--- src/rtl/result_serializer.sv ---
// result_serializer: parallel-to-serial output stage for the compressor result word.
// Accepts one W-bit word over a valid/ready handshake and shifts it out one bit per
// clock with frame-valid and last markers. Back-to-back words stream with no gap.
// Optional feature macro: RESULT_SERIALIZER_PARITY_EN appends an even-parity bit
// (XOR of the captured word) as an extra PAR cycle at the end of each frame.
module result_serializer #(
  parameter int unsigned W         = 24,
  parameter bit          MSB_FIRST = 1'b0
) (
  input  logic         clk,
  input  logic         rst,
  input  logic         in_valid,
  output logic         in_ready,
  input  logic [W-1:0] in_data,
  output logic         sout,
  output logic         sout_valid,
  output logic         sout_last,
  output logic         busy
);

  localparam int unsigned CW = $clog2(W + 1);
  localparam logic [CW-1:0] LastCnt = CW'(W - 1);

`ifdef RESULT_SERIALIZER_PARITY_EN
  typedef enum logic [1:0] {StIdle, StShift, StPar} state_e;
`else
  typedef enum logic [0:0] {StIdle, StShift} state_e;
`endif

  state_e        r_state;
  state_e        w_state_d;
  logic [W-1:0]  r_shreg;
  logic [W-1:0]  w_shreg_d;
  logic [CW-1:0] r_cnt;
  logic [CW-1:0] w_cnt_d;
`ifdef RESULT_SERIALIZER_PARITY_EN
  logic          r_par;
  logic          w_par_d;
`endif

  logic          w_last_data;
  logic          w_accept;
  logic          w_shift_bit;

  // Handshake: ready when idle or in the final cycle of the current frame.
  always_comb begin
    w_last_data = (r_state == StShift) && (r_cnt == LastCnt);
`ifdef RESULT_SERIALIZER_PARITY_EN
    in_ready    = (r_state == StIdle) || (r_state == StPar);
`else
    in_ready    = (r_state == StIdle) || w_last_data;
`endif
    w_accept    = in_valid && in_ready;
    w_shift_bit = MSB_FIRST ? r_shreg[W-1] : r_shreg[0];
  end

  // Next-state logic for FSM, shift register, counter and parity.
  always_comb begin
    w_state_d = r_state;
    w_shreg_d = r_shreg;
    w_cnt_d   = r_cnt;
`ifdef RESULT_SERIALIZER_PARITY_EN
    w_par_d   = r_par;
`endif
    unique case (r_state)
      StIdle: begin
        // Loads happen in the accept branch below.
      end
      StShift: begin
        w_shreg_d = MSB_FIRST ? {r_shreg[W-2:0], 1'b0} : {1'b0, r_shreg[W-1:1]};
        if (w_last_data) begin
`ifdef RESULT_SERIALIZER_PARITY_EN
          w_state_d = StPar;
`else
          w_state_d = StIdle;
`endif
          w_cnt_d   = '0;
        end else begin
          w_cnt_d = r_cnt + CW'(1);
        end
      end
`ifdef RESULT_SERIALIZER_PARITY_EN
      StPar: begin
        w_state_d = StIdle;
      end
`endif
      default: begin
        w_state_d = StIdle;
        w_cnt_d   = '0;
      end
    endcase
    // Acceptance overrides: a word taken in the final cycle chains straight into SHIFT.
    if (w_accept) begin
      w_state_d = StShift;
      w_shreg_d = in_data;
      w_cnt_d   = '0;
`ifdef RESULT_SERIALIZER_PARITY_EN
      w_par_d   = ^in_data;
`endif
    end
  end

  // State registers with synchronous active-high reset; a reset drops any frame.
  always_ff @(posedge clk) begin
    if (rst) begin
      r_state <= StIdle;
      r_shreg <= '0;
      r_cnt   <= '0;
`ifdef RESULT_SERIALIZER_PARITY_EN
      r_par   <= 1'b0;
`endif
    end else begin
      r_state <= w_state_d;
      r_shreg <= w_shreg_d;
      r_cnt   <= w_cnt_d;
`ifdef RESULT_SERIALIZER_PARITY_EN
      r_par   <= w_par_d;
`endif
    end
  end

  // Serial outputs; data and last are forced low outside a frame.
  always_comb begin
    sout       = 1'b0;
    sout_last  = 1'b0;
    sout_valid = (r_state != StIdle);
    busy       = (r_state != StIdle);
    unique case (r_state)
      StShift: begin
        sout = w_shift_bit;
`ifndef RESULT_SERIALIZER_PARITY_EN
        sout_last = w_last_data;
`endif
      end
`ifdef RESULT_SERIALIZER_PARITY_EN
      StPar: begin
        sout      = r_par;
        sout_last = 1'b1;
      end
`endif
      default: begin
        sout      = 1'b0;
        sout_last = 1'b0;
      end
    endcase
  end

endmodule
--- config.mk ---
export PLATFORM = sky130hd
export DESIGN_NAME = result_serializer
export DESIGN_NICKNAME = d
export VERILOG_FILES = /design/src/rtl/result_serializer.sv
export SDC_FILE = /design/constraint.sdc
export NUM_CORES = 1
export LEC_CHECK = 0
export ABC_AREA = 1
export BUFFER_PORTS_ARGS = -buffer_cell sky130_fd_sc_hd__buf_2
export CAP_MARGIN = 40
export CORE_ASPECT_RATIO = 0.9
export CORE_UTILIZATION = 45
export DETAILED_ROUTE_END_ITERATION = 7
export PLACE_DENSITY = 0.68
export SLEW_MARGIN = 0
export SYNTH_ARGS = -nofsm -noshare
export SYNTH_HDL_FRONTEND = slang
export SYNTH_SLANG_ARGS = --single-unit
--- constraint.sdc ---
create_clock -name clk -period 2 [get_ports clk]
set_input_delay 0.3 -clock clk [delete_from_list [all_inputs] [get_ports clk]]
set_output_delay 0.3 -clock clk [all_outputs]
set_load 0.02 [all_outputs]
Word-level counts from Yosys, hierarchy flattened --
Cells that the tools add are included. W data, S select, Z words.
Word-level totals: input bits 27, bits in writable memories 0, memories kept 0, output and inout bits 5, ROM bits 0, register bits after elaboration 30, latch bits 0, logic and storage cells 19
Operators by class: muxes and demuxes 8, equal/unequal tests 1, $add $sub $neg 1, bitwise gates (word level) 1, $mul 0, magnitude comparators 0, div/mod/pow operators 0, shift-type cells 0, reduce and logical (&&, ||, !) cells 5
Operators by type and width (number):
- $mux W24 | 2
- $add A5 B1 Y5 const B | 1
- $eq A5 B5 Y1 const B | 1
- $mux W1 | 5
- $mux W5 | 1
- $logic_and A1 B1 Y1 | 2
- $reduce_bool A2 Y1 | 1
- $reduce_or A2 Y1 | 1
- $logic_or A1 B1 Y1 | 1
- $not A1 Y1 | 1

Longest topological paths before layout --
Gate-level depths: netlist of run 1.
depth in word-level cells 5, depth in mapped cells 10

Least setup slack after synthesis of run 1 --
Ideal clock, no wire load.
path type register to output, start point reg r_state, in the netlist busy, end point out sout_last, buffers on the path 0, arrival 1034 ps, setup slack 666 ps, stages on the path, launching flop included 4, cells stage by stage dfxtp_1 -> and3_2 -> nand2_1 -> inv_1
On the way: longest elaborated chain between the ends 2
RTL lines:
- from (decl) | RTL line 30 | state_e r_state;
- from (signal assigned) | RTL line 106 | r_state <= StIdle;
- from (signal assigned) | RTL line 113 | r_state <= w_state_d;
- $logic_and A1 B1 Y1 | RTL line 47 | w_last_data = (r_state == StShift) && (r_cnt == LastCnt);
- $mux W1 (*) | RTL line 128 | unique case (r_state)
- to (decl) | RTL line 17 | output logic sout_last,
Mark *: on every way between the ends. The rest lies on a longest branch, timed or not.

Worst setup path in the final report of run 1 --
start point reg r_cnt[1], end point out in_ready
On the way: longest elaborated chain between the ends 3
RTL lines:
- from (decl) | RTL line 34 | logic [CW-1:0] r_cnt;
- from (signal assigned) | RTL line 115 | r_cnt <= w_cnt_d;
- $eq A5 B5 Y1 | RTL line 47
- $logic_and A1 B1 Y1 | RTL line 47
- $logic_or A1 B1 Y1 | RTL line 51 | in_ready = (r_state == StIdle) || w_last_data;
- to (decl) | RTL line 13 | output logic in_ready,
No other way between the ends.

==> results.py, run 1 <==
metrics = {
    "placed_design": {
        "pre_cts_slack_ns": 0.369,
        "dp_hpwl_um": 2020,
        "post-place-cells": 312,
        "gp_congestion": 0.697,
        "placed_area_um2": 1740,
        "numPortBuffers": 31,
    },
    "worst_hold_path": {
        "hold_path_depth": 2,
        "hp-class": "in -> reg",
        "whs_endpoint": "r_shreg[23]",
        "min_from": "rst",
    },
    "synthesis": {
        "synth-edff-count": 0,
        "mappedNetlistArea_um2": 1600,
        "synth_nets": 278,
        "yosysTopAreaCell": "dfxtp_1",
        "yosysUniqueCellTypes": 20,
        "synth_top_area_share_pct": 37.4,
        "synth_seq_cells": 30,
        "ys_top_cells_by_area": "dfxtp_1 37%, nor2_1 11%, a21oi_1 8.7%",
        "yosysMostFrequentCell": "nor2_1",
        "synth_ff_type": "dfxtp_1",
        "yosys_warnings": 0,
        "synthTopCellsByCount": "48 x nor2_1, 36 x nand2_1, 31 x inv_1, 30 x dfxtp_1, 28 x a21oi_1",
        "syn_area_per_cell_um2": 6.42,
        "ys_async_sr_fraction_pct": 0,
        "yosysSeqAreaShare_pct": 37.4,
        "syn_inst": 250,
    },
    "setup_path": {
        "max_stage_delay_ns": 0.36,
        "worstSetupPathType": "reg -> out",
        "r2r.worst_path.cells": 9,
        "r2r_slack_ns": 0.49,
        "r2r_end": "r_shreg[22]",
        "start_kind": "flip-flop",
        "slowest_stage": "dfxtp_1",
        "cp-end-kind": "output port",
        "reg2reg_from": "r_cnt[1]",
        "worstPathArrival_ns": 1.45,
        "crit_path_max_fanout": 22,
        "cp_top_family": "flip-flops",
        "required_ns": 1.70,
        "path_buf_inv": 2,
        "crit_top_cell": "nand2_1",
        "crit_chain": "ha_1 -> nand2_1 -> inv_1 -> nand2_1 -> nand2_4 -> buf_2",
    },
    "route": {
        "drt-initial-drc-count": 104,
        "wirelength_um": 3220,
        "wl_per_cell_um": 10.1,
        "firstDrtPassIters": 4,
        "drcViolationCount": 0,
        "routed_via_density": 4.74,
        "antenna_left": 0,
        "vias": 1518,
    },
    "pwr": {
        "peakVddDrop_mv": 0.440,
        "netSwitchingFraction_pct": 27.8,
        "clockPowerShare_pct": 35.7,
        "cellPowerDensity_nw_per_um2": 762,
        "p_sw_uw": 390,
        "combPwrFrac_pct": 16.9,
        "p_int_uw": 1010,
        "p_seq_share_pct": 47.4,
        "p_leak_uw": 0.000901,
    },
    "clock_tree": {
        "cts_buffers": 5,
        "postCtsSetupBuffers": 0,
        "clockRootBuffer": "clkbuf_8",
        "ctsResizeCount": 0,
        "cts_max_path_buffers": 2,
        "tritoncts": "yes",
        "h-tree-depth": 2,
        "clkTransAtPathRegs_ns": 0.06,
        "cts_hold_buf": 0,
        "clkLatencyLatePin_ns": 0.29,
        "clkSinkCount": 30,
    },
    "die": {
        "design.die.area_um2": 3810,
        "initial_core_util_pct": 47.5,
        "io_pins": 32,
        "row_count": 20,
        "die_w_um": 64.9,
        "core-area_um2": 3380,
        "die_y_um": 58.6,
    },
    "timing": {
        "layout_min_cycle_time_ns": 1.75,
        "finalSetupViolations": 0,
        "hold_viol": 0,
        "fmax_ghz": 0.572,
        "clock_skew_ns": 0.00950,
        "rsz0062_at_grt": "no",
        "tns_ns": 0,
        "drv_slew": 0,
        "worst_slew_pin_slew_ns": 0.400,
        "fin_ws_ns": 0.250,
        "finalCritPeriodShare_pct": 87.5,
        "max_slew_margin_pct": 73.3,
    },
    "global_routing": {
        "grt_pass1_wl_um": 5530,
        "track_usage_pct": 19.1,
        "gr-total-overflow": 0,
        "grt_pass1_vias": 1253,
        "antenna_found_initial": 0,
        "grt_max_degree": 47,
    },
    "finish": {
        "fin_nets": 303,
        "n_antenna_cell": 0,
        "final_area_um2": 1840,
        "n_fill_cell": 366,
        "drive_above_1_share_pct": 17.8,
        "area_delta_synth_final_pct": 14.7,
        "instances_no_fill": 320,
        "utilization_pct": 54.5,
    },
    "run_status": {
        "status": "complete, no violations",
    },
    "run": {
        "cap_viol_max_count": 0,
    },
}
==> worst max-delay path by stage <==
stage | startpoint | endpoint | slack [ns] | cells after the start
finish | r_cnt[1] | in_ready | 0.25 | 6
global route | r_cnt[1] | in_ready | 0.15 | 6
CTS | r_cnt[1] | in_ready | 0.11 | 6
detailed placement | r_cnt[1] | r_shreg[22] | 0.37 | 9
global placement | r_cnt[1] | r_shreg[18] | 0.43 | 9
floorplan | busy | sout_last | 0.67 | 3
==> power by group through the flow <==
stage | sequential (µW) | combinational (µW) | clock [µW]
floorplan | 674 | 187 | 0
global placement | 676 | 235 | 0
detailed placement | 677 | 237 | 0
CTS | 665 | 239 | 512
global route | 671 | 276 | 535
finish | 665 | 236 | 501
==> per-stage QoR <==
step	hold WS, ns	power (µW)
2_1_floorplan	0.369	861
3_3_place_gp	0.458	912
3_5_place_dp	0.454	914
4_1_cts	0.197	1410
5_1_grt	0.193	1480
6_report	0.199	1400
==> metal layers <==
layer,routed length (µm),GRT usage (%),vias to the layer above
met1,1590,23.5,642
li1,-,-,835
met2,1400,30.1,34
met3,168,5.62,7
met5,0,0,-
met4,70,10.5,0
==> cells by family after synthesis <==
logic type / count (synthesis) / synth area share, %
simple gates: 117 / 30.4
compound gates: 52 / 16.2
buf+inv: 50 / 15.1
flops: 30 / 37.4
fa+ha+maj: 1 / 0.780
==> placed cells by master, fill, tap and decap left out <==
| cell type | synthesis | routed |
|---|---|---|
| dfxtp_1 | 30 | 30 |
| o21ai_0 | 20 | 20 |
| o21ai_1 | 4 | 4 |
| clkinv_2 | 0 | 1 |
| nand2_1 | 36 | 36 |
| ha_1 | 1 | 1 |
| nand2_4 | 0 | 1 |
| nor3_1 | 3 | 3 |
| clkbuf_8 | 0 | 6 |
| buf_2 | 7 | 31 |
| nor2_1 | 48 | 48 |
| nand3_1 | 25 | 25 |
| a21oi_1 | 28 | 28 |
| and3_2 | 1 | 1 |
| or2_2 | 1 | 1 |
| inv_1 | 31 | 31 |
| clkbuf_1 | 3 | 1 |
| inv_4 | 1 | 1 |
| buf_12 | 0 | 1 |
| buf_4 | 1 | 4 |
| nor2_2 | 2 | 2 |
==> flip-flops by register name (all words and copies together), names as in the netlist <==
| register | count |
|---|---|
| r_shreg | 24 |
| r_cnt | 5 |
| busy | 1 |
==> cell type report <==
class,instances,area [µm²],share of cell area [%]
clock buffers,7,86.3,4.69
clock inverters,1,5.00,0.272
inverters,32,123,6.66
multi-input cells,170,766,41.6
flip-flops and latches,30,601,32.6
well taps,44,55.1,2.99
repair buffers,36,205,11.1
Power figures use the tool's default switching activity.
==> inputs of run 2 (changes only) <==
- PLACE_DENSITY: 0.68 -> 0.71
- clock period: 2 -> 1.4 ns (I/O delays scaled with it)
==> results.py, run 2 (same netlist as run 1, synthesis figures left out) <==
metrics = {
    "timing": {
        "hold_viol": 0,
        "layout_min_cycle_time_ns": 1.49,
        "worst_slew_pin_slew_ns": 0.277,
        "fin_ws_ns": -0.0856,
        "finalCritPeriodShare_pct": 106,
        "rsz0062_at_grt": "yes",
        "max_slew_margin_pct": 81.5,
        "clock_skew_ns": 0.00467,
        "finalSetupViolations": 14,
        "drv_slew": 0,
        "fmax_ghz": 0.673,
    },
    "finish": {
        "multi_input_area_um2": 820,
        "area_delta_synth_final_pct": 30.3,
        "utilization_pct": 61.9,
        "regMostFlops": "r_shreg",
        "n_antenna_cell": 0,
        "final_cell_mix": "48 x nor2_1, 32 x nand2_1, 29 x inv_1, 29 x buf_2, 27 x dfxtp_1",
        "largest_register_ffs": 24,
        "n_fill_cell": 330,
        "layout_commonest_cell": "nor2_1",
        "fin_nets": 313,
        "drive_above_1_share_pct": 26.2,
        "register_area_um2": 607,
    },
    "pwr": {
        "p_leak_uw": 0.000997,
        "total_power_uw": 2180,
        "cellPowerDensity_nw_per_um2": 1040,
        "peakVddDrop_mv": 0.729,
    },
    "die": {
        "core-area_um2": 3380,
        "row_count": 20,
        "die_y_um": 58.6,
        "die_w_um": 64.9,
        "design.die.area_um2": 3810,
        "initial_core_util_pct": 47.5,
        "io_pins": 32,
    },
    "setup_path": {
        "start_kind": "flip-flop",
        "max_stage_delay_ns": 0.34,
        "cp_top_family": "flip-flops",
        "slowest_stage": "dfxtp_2",
        "required_ns": 1.19,
        "crit_top_cell": "nand2_2",
        "path_buf_inv": 3,
        "worstPathArrival_ns": 1.28,
        "crit_chain": "ha_4 -> nand2_2 -> inv_2 -> nand2_2 -> nand2_4 -> buf_12 -> buf_8",
        "cp-end-kind": "output port",
        "worstSetupPathType": "reg -> out",
        "crit_path_max_fanout": 3,
    },
    "clock_tree": {
        "clkLatencyLatePin_ns": 0.28,
        "cts_hold_buf": 0,
        "clockRootBuffer": "clkbuf_8",
        "clkSinkCount": 30,
        "cts_max_path_buffers": 2,
        "h-tree-depth": 2,
        "tritoncts": "yes",
        "cts_buffers": 5,
        "clkTransAtPathRegs_ns": 0.06,
    },
    "route": {
        "vias": 1600,
        "wirelength_um": 3630,
        "antenna_left": 0,
        "wl_per_cell_um": 11.0,
        "firstDrtPassIters": 4,
        "routed_via_density": 4.85,
        "drcViolationCount": 0,
        "drt-initial-drc-count": 69,
    },
    "global_routing": {
        "gr-total-overflow": 0,
        "grt_max_degree": 50,
        "antenna_found_initial": 0,
        "track_usage_pct": 20.8,
        "grt_pass1_wl_um": 5980,
        "grt_pass1_vias": 1352,
    },
    "placed_design": {
        "gp_congestion": 0.714,
        "dp_hpwl_um": 2070,
        "numPortBuffers": 31,
    },
    "run_status": {
        "status": "finished, violations left",
        "violations": "negative setup slack",
    },
    "run": {
        "cap_viol_max_count": 0,
    },
    "worst_hold_path": {
        "hp-class": "in -> reg",
    },
}
[run 2: changes by cell type in the layout (fill, tap and decap cells not counted), sizes merged]
cell and change:
clkbuf +2, buf +9, clkinv -1
[run 2: metal layers]
metal  GRT usage (%)  up-vias  wire length (µm)
met4            5.71        0                38
li1                -      856                 -
met1            27.3      695              1780
met5               0        -                 0
met2            32.0       45              1580
met3            7.95        4               224
[run 2: layout make-up]
class / count / share of cell area [%]
clock buffers: 8 / 5.27
inverters: 32 / 5.87
multi-input cells: 170 / 39.2
flip-flops and latches: 30 / 29.0
well taps: 44 / 2.63
repair buffers: 46 / 18.0
[run 2: per-stage QoR]
stage	instances	hold WS, ns	TNS (ns)	instance area [µm²]	worst slack (ns)
finish	330	0.123	-0.352	2090	-0.0856
global placement	315	0.403	0	1800	0.0630
detailed placement	315	0.413	0	1800	0.0414
global route	330	0.118	-3.15	2090	-0.151
CTS	329	0.114	-0.0489	2040	-0.0489
floorplan	250	0.279	0	1600	0.143
[run 2: final timing paths]
check	from	to	depth (start not counted)	slack, ns
worst max-delay path	r_cnt[0]	in_ready	7	-0.09
worst min-delay path	rst	r_shreg[23]	2	0.12
worst max register to register	r_cnt[0]	r_shreg[22]	11	-0.05
worst min register to register	r_shreg[23]	r_shreg[23]	2	0.48
[run 2: power breakdown]
| part | internal, µW | total, µW | leakage [µW] | switching [µW] |
|---|---|---|---|---|
| sequential | 917 | 953 | 0.000249 | 35.2 |
| clock | 496 | 814 | 0.0000575 | 318 |
| combinational | 189 | 416 | 0.000691 | 227 |
[run 2: repair_timing]
action / CTS / global route
cloned: 1 / 1
buffers inserted: 5 / 0
resized for setup: 19 / 8
pin swaps: 3 / 4
setup endpoints to repair: 5 / 31
==> inputs of run 3 (changes only) <==
- PLACE_DENSITY: 0.71 -> 0.68
- clock period: 1.4 -> 1.7 ns (I/O delays scaled with it)
==> results.py, run 3 (same netlist as run 1, synthesis figures left out) <==
metrics = {
    "global_routing": {
        "gr-total-overflow": 0,
        "grt_max_degree": 47,
        "antenna_found_initial": 0,
        "track_usage_pct": 18.8,
        "grt_pass1_wl_um": 5490,
        "grt_pass1_vias": 1283,
    },
    "clock_tree": {
        "clkSinkCount": 30,
        "clkTransAtPathRegs_ns": 0.06,
        "cts_max_path_buffers": 2,
        "h-tree-depth": 2,
        "clockRootBuffer": "clkbuf_8",
        "cts_buffers": 5,
        "tritoncts": "yes",
        "clkLatencyLatePin_ns": 0.28,
    },
    "run": {
        "cap_viol_max_count": 0,
    },
    "finish": {
        "n_antenna_cell": 0,
        "final_cell_mix": "48 x nor2_1, 36 x nand2_1, 31 x inv_1, 30 x buf_2, 29 x dfxtp_1",
        "n_fill_cell": 350,
        "drive_above_1_share_pct": 19.1,
        "multi_input_area_um2": 763,
        "area_delta_synth_final_pct": 16.9,
        "layout_commonest_cell": "nor2_1",
        "final_area_um2": 1880,
        "register_area_um2": 602,
        "largest_register_ffs": 24,
        "regMostFlops": "r_shreg",
        "fin_nets": 304,
        "utilization_pct": 55.5,
    },
    "timing": {
        "rsz0062_at_grt": "no",
        "finalSetupViolations": 0,
        "max_slew_margin_pct": 72.9,
        "worst_slew_pin_slew_ns": 0.406,
        "layout_min_cycle_time_ns": 1.60,
        "hold_viol": 0,
        "clock_skew_ns": 0.00530,
        "fmax_ghz": 0.624,
        "finalCritPeriodShare_pct": 94.3,
        "tns_ns": 0,
        "holdWs_ns": 0.159,
        "drv_slew": 0,
    },
    "route": {
        "antenna_left": 0,
        "wl_per_cell_um": 9.89,
        "vias": 1517,
        "firstDrtPassIters": 4,
        "wirelength_um": 3180,
        "drcViolationCount": 0,
        "routed_via_density": 4.73,
        "drt-initial-drc-count": 73,
    },
    "die": {
        "core-area_um2": 3380,
        "io_pins": 32,
        "die_y_um": 58.6,
        "die_w_um": 64.9,
        "initial_core_util_pct": 47.5,
        "design.die.area_um2": 3810,
        "row_count": 20,
    },
    "setup_path": {
        "start_kind": "flip-flop",
        "crit_chain": "and3_2 -> nand2_1 -> inv_1 -> buf_2",
        "worstPathArrival_ns": 1.35,
        "path_buf_inv": 2,
        "crit_path_max_fanout": 9,
        "worstSetupPathType": "reg -> out",
        "required_ns": 1.44,
        "slowest_stage": "dfxtp_1",
        "cp_top_family": "flip-flops",
        "cp-end-kind": "output port",
        "max_stage_delay_ns": 0.51,
    },
    "pwr": {
        "p_leak_uw": 0.000916,
        "total_power_uw": 1750,
        "peakVddDrop_mv": 0.492,
        "cellPowerDensity_nw_per_um2": 931,
    },
    "placed_design": {
        "placed_area_um2": 1740,
        "gp_congestion": 0.732,
        "numPortBuffers": 31,
        "dp_hpwl_um": 1990,
    },
    "run_status": {
        "status": "complete, no violations",
    },
    "worst_hold_path": {
        "hp-class": "in -> reg",
    },
}
run 3: cell count changes in the layout (fill, tap and decap cells not counted), moves of 2 or more:
cell / previous run / this run
nand2_1: 32 / 36
buf_12: 4 / 1
buf_4: 8 / 5
a21oi_1: 26 / 28
a21oi_2: 2 / 0
buf_6: 2 / 0
dfxtp_1: 27 / 29
inv_1: 29 / 31
inv_2: 2 / 0
nand2_2: 3 / 1
nand2_4: 2 / 0
nor3_1: 1 / 3
nor3_2: 2 / 0
run 3: cell type report:
class | instances | share of cell area, %
multi-input cells | 170 | 40.7
flip-flops and latches | 30 | 32.1
repair buffers | 37 | 11.9
inverters | 32 | 6.54
clock buffers | 8 | 5.87
well taps | 44 | 2.94
run 3: timing repair:
item,CTS,global route
cloned,0,0
gates resized for setup,1,4
setup endpoints to repair,1,1
hold buffers,0,0
buffers inserted,0,1
run 3: routing by layer:
layer  up-vias  share of wire (%)  routed length, µm  track usage, %
met1       639                 51               1640            24.6
met4         0                1.3                 42            6.67
met3         6                4.7                148            5.81
met5         -                  0                  0               0
met2        33                 42               1350            29.2
li1        839                  -                  -               -
run 3: metrics by stage:
stage / setup slack, ns / cells
detailed placement: 0.310 / 312
global route: 0.0160 / 321
floorplan: 0.411 / 250
finish: 0.0968 / 321
CTS: 0.0335 / 320
global placement: 0.317 / 312
run 3: power by group:
part           switching [µW]  internal, µW  leakage [µW]
clock                     271           408     0.0000575
sequential               26.5           755      0.000248
combinational             169           115      0.000610
run 3: worst paths after layout:
path,from,end,slack (ns),cells after the start
setup / recovery,busy,sout_last,0.1,4
hold / removal,rst,busy,0.16,2
setup reg to reg,r_cnt[1],r_shreg[21],0.26,11
hold reg to reg,r_shreg[23],r_shreg[23],0.47,2
